===== config.mk =====
export PLATFORM = sky130hd
export DESIGN_NAME = adpcm_chan_sched
export DESIGN_NICKNAME = d
export VERILOG_FILES = /design/src/rtl/adpcm_chan_sched.sv
export SDC_FILE = /design/constraint.sdc
export NUM_CORES = 1
export LEC_CHECK = 0
export CORE_UTILIZATION = 54
export CTS_CLUSTER_DIAMETER = 60
export DETAILED_ROUTE_END_ITERATION = 16
export PLACE_DENSITY = 0.74
export SYNTH_ARGS = -nofsm -noshare
export SYNTH_HDL_FRONTEND = slang
export SYNTH_SLANG_ARGS = --single-unit

===== constraint.sdc =====
create_clock -name clk -period 2.89 [get_ports clk]
set_input_delay 0.578 -clock clk [delete_from_list [all_inputs] [get_ports clk]]
set_output_delay 0.578 -clock clk [all_outputs]
set_load 0.005 [all_outputs]

===== src/rtl/adpcm_chan_sched.sv =====
// Per-frame channel scheduler: walks the shared ADPCM datapath through every
// channel (load, compute, update) on each frame strobe, and owns per-channel rate/homing flags.
module adpcm_chan_sched #(
  parameter int NUM_CH      = 32,
  parameter int CALC_CYCLES = 16,
  parameter int CH_W        = $clog2(NUM_CH)
) (
  input  logic            clk,
  input  logic            reset,
  input  logic            frame_sync,
  input  logic            rate_wr_en,
  input  logic [CH_W-1:0] rate_wr_ch,
  input  logic [1:0]      rate_wr_data,
  input  logic            ch_rst_req,
  input  logic [CH_W-1:0] ch_rst_ch,
  input  logic            overrun_clr,
  output logic            st_rd_en,
  output logic            st_wr_en,
  output logic [CH_W-1:0] dp_ch,
  output logic [1:0]      dp_rate,
  output logic            dp_reset,
  output logic            dp_start,
  output logic            dp_upd,
  output logic            busy,
  output logic            frame_done,
  output logic            overrun
);

  localparam int CNT_W = $clog2(CALC_CYCLES + 1);
  localparam logic [CH_W-1:0]  LAST_CH  = CH_W'(NUM_CH - 1);
  localparam logic [CNT_W-1:0] CNT_INIT = CNT_W'(CALC_CYCLES - 1);

  typedef enum logic [1:0] {IDLE, LOAD, CALC, UPDATE} state_t;

  state_t            state, state_nxt;
  logic [CH_W-1:0]   ch_idx, ch_nxt;
  logic [CNT_W-1:0]  cnt, cnt_nxt;
  logic [1:0]        rate_q [NUM_CH];
  logic [NUM_CH-1:0] pend;
  logic              wr_ok, req_ok, load_go;

  assign wr_ok   = rate_wr_en && (32'(rate_wr_ch) < NUM_CH);
  assign req_ok  = ch_rst_req && (32'(ch_rst_ch) < NUM_CH);
  assign load_go = (state_nxt == LOAD);
  assign dp_ch   = ch_idx;

  always_comb begin
    state_nxt = state;
    ch_nxt    = ch_idx;
    cnt_nxt   = cnt;
    case (state)
      IDLE: begin
        if (frame_sync) begin
          state_nxt = LOAD;
          ch_nxt    = '0;
        end
      end
      LOAD: begin
        state_nxt = CALC;
        cnt_nxt   = CNT_INIT;
      end
      CALC: begin
        if (cnt == '0) state_nxt = UPDATE;
        else           cnt_nxt   = cnt - 1'b1;
      end
      UPDATE: begin
        if (ch_idx == LAST_CH) begin
          state_nxt = IDLE;
          ch_nxt    = '0;
        end else begin
          state_nxt = LOAD;
          ch_nxt    = ch_idx + 1'b1;
        end
      end
      default: state_nxt = IDLE;
    endcase
  end

  always_ff @(posedge clk) begin
    if (reset) begin
      state      <= IDLE;
      ch_idx     <= '0;
      cnt        <= '0;
      st_rd_en   <= 1'b0;
      st_wr_en   <= 1'b0;
      dp_rate    <= 2'b00;
      dp_reset   <= 1'b0;
      dp_start   <= 1'b0;
      dp_upd     <= 1'b0;
      busy       <= 1'b0;
      frame_done <= 1'b0;
      overrun    <= 1'b0;
      pend       <= '1;
      for (int c = 0; c < NUM_CH; c++) rate_q[c] <= 2'b01;
    end else begin
      state      <= state_nxt;
      ch_idx     <= ch_nxt;
      cnt        <= cnt_nxt;
      // Outputs are registered from the next-state decode so they line up with the state they describe
      st_rd_en   <= load_go;
      dp_start   <= (state == LOAD);
      dp_upd     <= (state_nxt == UPDATE);
      st_wr_en   <= (state_nxt == UPDATE);
      busy       <= (state_nxt != IDLE);
      frame_done <= (state == UPDATE) && (state_nxt == IDLE);
      if (load_go) begin
        dp_rate  <= rate_q[ch_nxt];
        dp_reset <= pend[ch_nxt] | (req_ok && (ch_rst_ch == ch_nxt));
      end
      if (frame_sync && (state != IDLE)) overrun <= 1'b1;
      else if (overrun_clr)              overrun <= 1'b0;
      // A homing request landing on the slot being loaded keeps the flag pending for the next frame too
      for (int c = 0; c < NUM_CH; c++) begin
        if (wr_ok && (rate_wr_ch == CH_W'(c))) rate_q[c] <= rate_wr_data;
        if (req_ok && (ch_rst_ch == CH_W'(c)))     pend[c] <= 1'b1;
        else if (load_go && (ch_nxt == CH_W'(c)))  pend[c] <= 1'b0;
      end
    end
  end

endmodule


==> results.sh <==
export IMPL_status="finished clean"
export IMPL_tightest_slew_ns=0.839
export IMPL_core_area_mm2=0.0105
export IMPL_grt_pass1_vias=4957
export IMPL_timing_setup_tns_ns=0
export IMPL_grt_overflow=0
export IMPL_r2r_start="dp_ch[0]"
export IMPL_fp_row_count=37
export IMPL_max_clock_path_buffers=2
export IMPL_antenna_found_initial=0
export IMPL_crit_required_ns=3.32
export IMPL_first_iter_violations=528
export IMPL_worst_slack_ns=0.0913
export IMPL_cp_arrival_ns=3.23
export IMPL_worstHoldStart="overrun"
export IMPL_h_tree_depth=4
export IMPL_switching_share_pct=25.3
export IMPL_finalNetCount=702
export IMPL_vias=5120
export IMPL_die_height_um=107
export IMPL_clockRootBuffer="clkbuf_8"
export IMPL_pin_count=33
export IMPL_fin_crit_sh_pct=96.8
export IMPL_pwr_share_seq_pct=40.2
export IMPL_finClkSkew_ns=0.00834
export IMPL_nFillCells=788
export IMPL_hold_path_class="flop to flop"
export IMPL_path_max_fanout=8
export IMPL_synth_edff_count=64
export IMPL_pre_cts_ws_ns=-0.110
export IMPL_start_util_pct=56.6
export IMPL_wl_um=15800
export IMPL_viasPerCell=6.21
export IMPL_num_antenna_cells=0
export IMPL_cap_violations=0
export IMPL_dieArea_mm2=0.0114
export IMPL_p_int_mw=3.59
export IMPL_comb_power_share_pct=15.6
export IMPL_synth_avg_cell_area_um2=9.97
export IMPL_grt_pass1_wl_um=25100
export IMPL_numClockSinks=117
export IMPL_synth_cell_type_count=65
export IMPL_insertion_delay_ns=0.54
export IMPL_wl_per_cell_um=19.2
export IMPL_port_buffers=32
export IMPL_p_total_mw=4.81
export IMPL_hold_violations=0
export IMPL_die_w_um=107
export IMPL_p_per_area_mw_per_mm2=643
export IMPL_slew_viol_final=0
export IMPL_critPathMostFrequentCell="buf_4"
export IMPL_pwr_share_clk_pct=44.2
export IMPL_cts_tree="yes"
export IMPL_firstDrtPassIters=8
export IMPL_setup_viol=0
export IMPL_syn_num_nets=620
export IMPL_path_class="flop to flop"
export IMPL_track_usage_pct=29.1
export IMPL_fmax_mhz=357
export IMPL_slew_headroom_pct=43.9
export IMPL_period_minus_slack_ns=2.80
export IMPL_leakagePower_nw=2.68
export IMPL_ys_async_sr_fraction_pct=0
export IMPL_ir_drop_mv=0.606
export IMPL_grt_max_degree=49
export IMPL_synthFlopType="edfxtp_1"
export IMPL_crit_chain="ha_1 > and3_1 > ha_2 > nand2b_4 > or3b_4 > o21a_4 > buf_4 > buf_4 > nor3_4 > nand2_1 > a221o_1"
export IMPL_yosysSeqAreaShare_pct=50.4
export IMPL_netlist_instances=594
export IMPL_drive_gt1_share_pct=21.2
export IMPL_clk_pin_slew_ns=0.06
export IMPL_cp_end_kind="flop"
export IMPL_rsz0062_at_grt="yes"
export IMPL_cp_slowest_cell="or3b_4"
export IMPL_syn_area_mm2=0.00592
export IMPL_holdBufCountCts=0
export IMPL_gp_congestion=0.928
export IMPL_layout_common_cells="nand2_1, buf_4, edfxtp_1, dfxtp_1, nor2_1"
export IMPL_ys_ff_latch=117
export IMPL_syn_to_final_growth_pct=26.3
export IMPL_numCtsBuffers=17
export IMPL_slowest_delay_ns=0.43
export IMPL_layout_commonest_cell="nand2_1"
export IMPL_p_switching_mw=1.21
export IMPL_drcViolationCount=0
export IMPL_crit_start="dp_ch[0]"
export IMPL_post_dp_hpwl_um=10400
export IMPL_ys_warnings_count=0
export IMPL_ant_nets=0
export IMPL_startpoint_type="flop"
==> cell families (layout without fill, tap and decap cells) <==
family | Yosys count | after routing | synth area share [%]
AOI/OAI and AO/OA | 128 | 128 | 18.7
adders and majority gates | 8 | 8 | 1.69
buffers and inverters | 49 | 144 | 4.06
DFF | 117 | 117 | 50.4
and+or+nand+nor | 276 | 276 | 22.3
muxes | 11 | 11 | 2.07
xor gates and xnor gates | 5 | 5 | 0.740
==> cell usage after synthesis (all sizes together), types with 2 or more instances <==
cell type	number	area, um2
a2111oi	3	57.6
a211oi	7	52.6
a21oi	23	115
a221o	34	340
a221oi	6	65.1
a22oi	7	52.6
a311oi	10	111
a31oi	6	37.5
and2	3	18.8
and3	10	62.6
buf	21	135
clkbuf	20	75.1
dfxtp	53	1060
edfxtp	64	1920
ha	8	100
inv	8	30.0
mux2i	11	123
nand2	110	423
nand2b	25	159
nand3	23	120
nand4	6	37.5
nand4b	2	17.5
nor2	53	199
nor2b	9	56.3
nor3	19	115
nor3b	3	22.5
nor4	3	18.8
o21a	2	22.5
o21ai	5	47.5
o21bai	12	90.1
o31ai	2	20.0
or2	6	37.5
xnor2	5	43.8
==> cell type report <==
cell class / instances / area, um2 / share of cell area [%]
clock inverters: 11 / 159 / 2.13
multi-input cells: 428 / 2810 / 37.5
inverters: 8 / 30.0 / 0.402
repair buffers: 104 / 901 / 12.0
well taps: 136 / 170 / 2.28
clock buffers: 21 / 429 / 5.74
flip-flops and latches: 117 / 2980 / 39.9
==> state kept, by name, summed over array words and instances (netlist names) <==
name        count
busy            1
cnt             5
dp_ch           5
dp_rate         2
dp_reset        1
dp_start        1
dp_upd          1
frame_done      1
overrun         1
pend           32
rate_q         64
st_rd_en        1
state           2
==> layer usage <==
metal | GRT usage (%) | wire (um) | up-vias
li1 | - | - | 2365
met1 | 38.1 | 6730 | 2469
met2 | 45.9 | 7570 | 249
met3 | 7.05 | 1170 | 37
met4 | 12.6 | 345 | 0
met5 | 0 | 0 | -
==> power groups by stage <==
stage	combinational [mW]	sequential (mW)	clock, mW
2_1_floorplan	0.425	1.95	0
5_1_grt	0.803	1.94	2.21
4_1_cts	0.715	1.93	2.14
3_3_place_gp	0.673	1.96	0
3_5_place_dp	0.696	1.96	0
6_report	0.748	1.93	2.13
==> what timing repair did <==
action / in CTS / in global routing
pin swaps: 1 / 6
gates cloned: 0 / 0
setup endpoints to repair: 10 / 26
gates resized for setup: 5 / 19
buffers inserted: 1 / 6
==> critical path, delay by kind of cell, from the launching register on <==
family                     cells  cell delay, ns
and+or+nand+nor                5            1.08
AOI/OAI and AO/OA              2            0.56
adders and majority gates      2            0.40
buffers and inverters          2            0.34
DFF                            1            0.31
==> final timing paths <==
path	to	slack, ns	cells past startpoint
max	pend[7]	0.09	11
min	overrun	0.47	2
max reg2reg	pend[7]	0.09	11
min reg2reg	overrun	0.47	2
==> per-stage QoR <==
stage | instances | hold slack, ns | util [%] | area, um2
final | 825 | 0.473 | 71.5 | 7480
after global routing | 825 | 0.507 | 71.5 | 7480
after CTS | 819 | 0.478 | 70.3 | 7350
after detailed placement | 786 | 0.465 | 64.3 | 6730
after global placement | 786 | 0.457 | 64.3 | 6730
after floorplan | 594 | 0.448 | - | 5920
(Power assumes the default switching activity.)
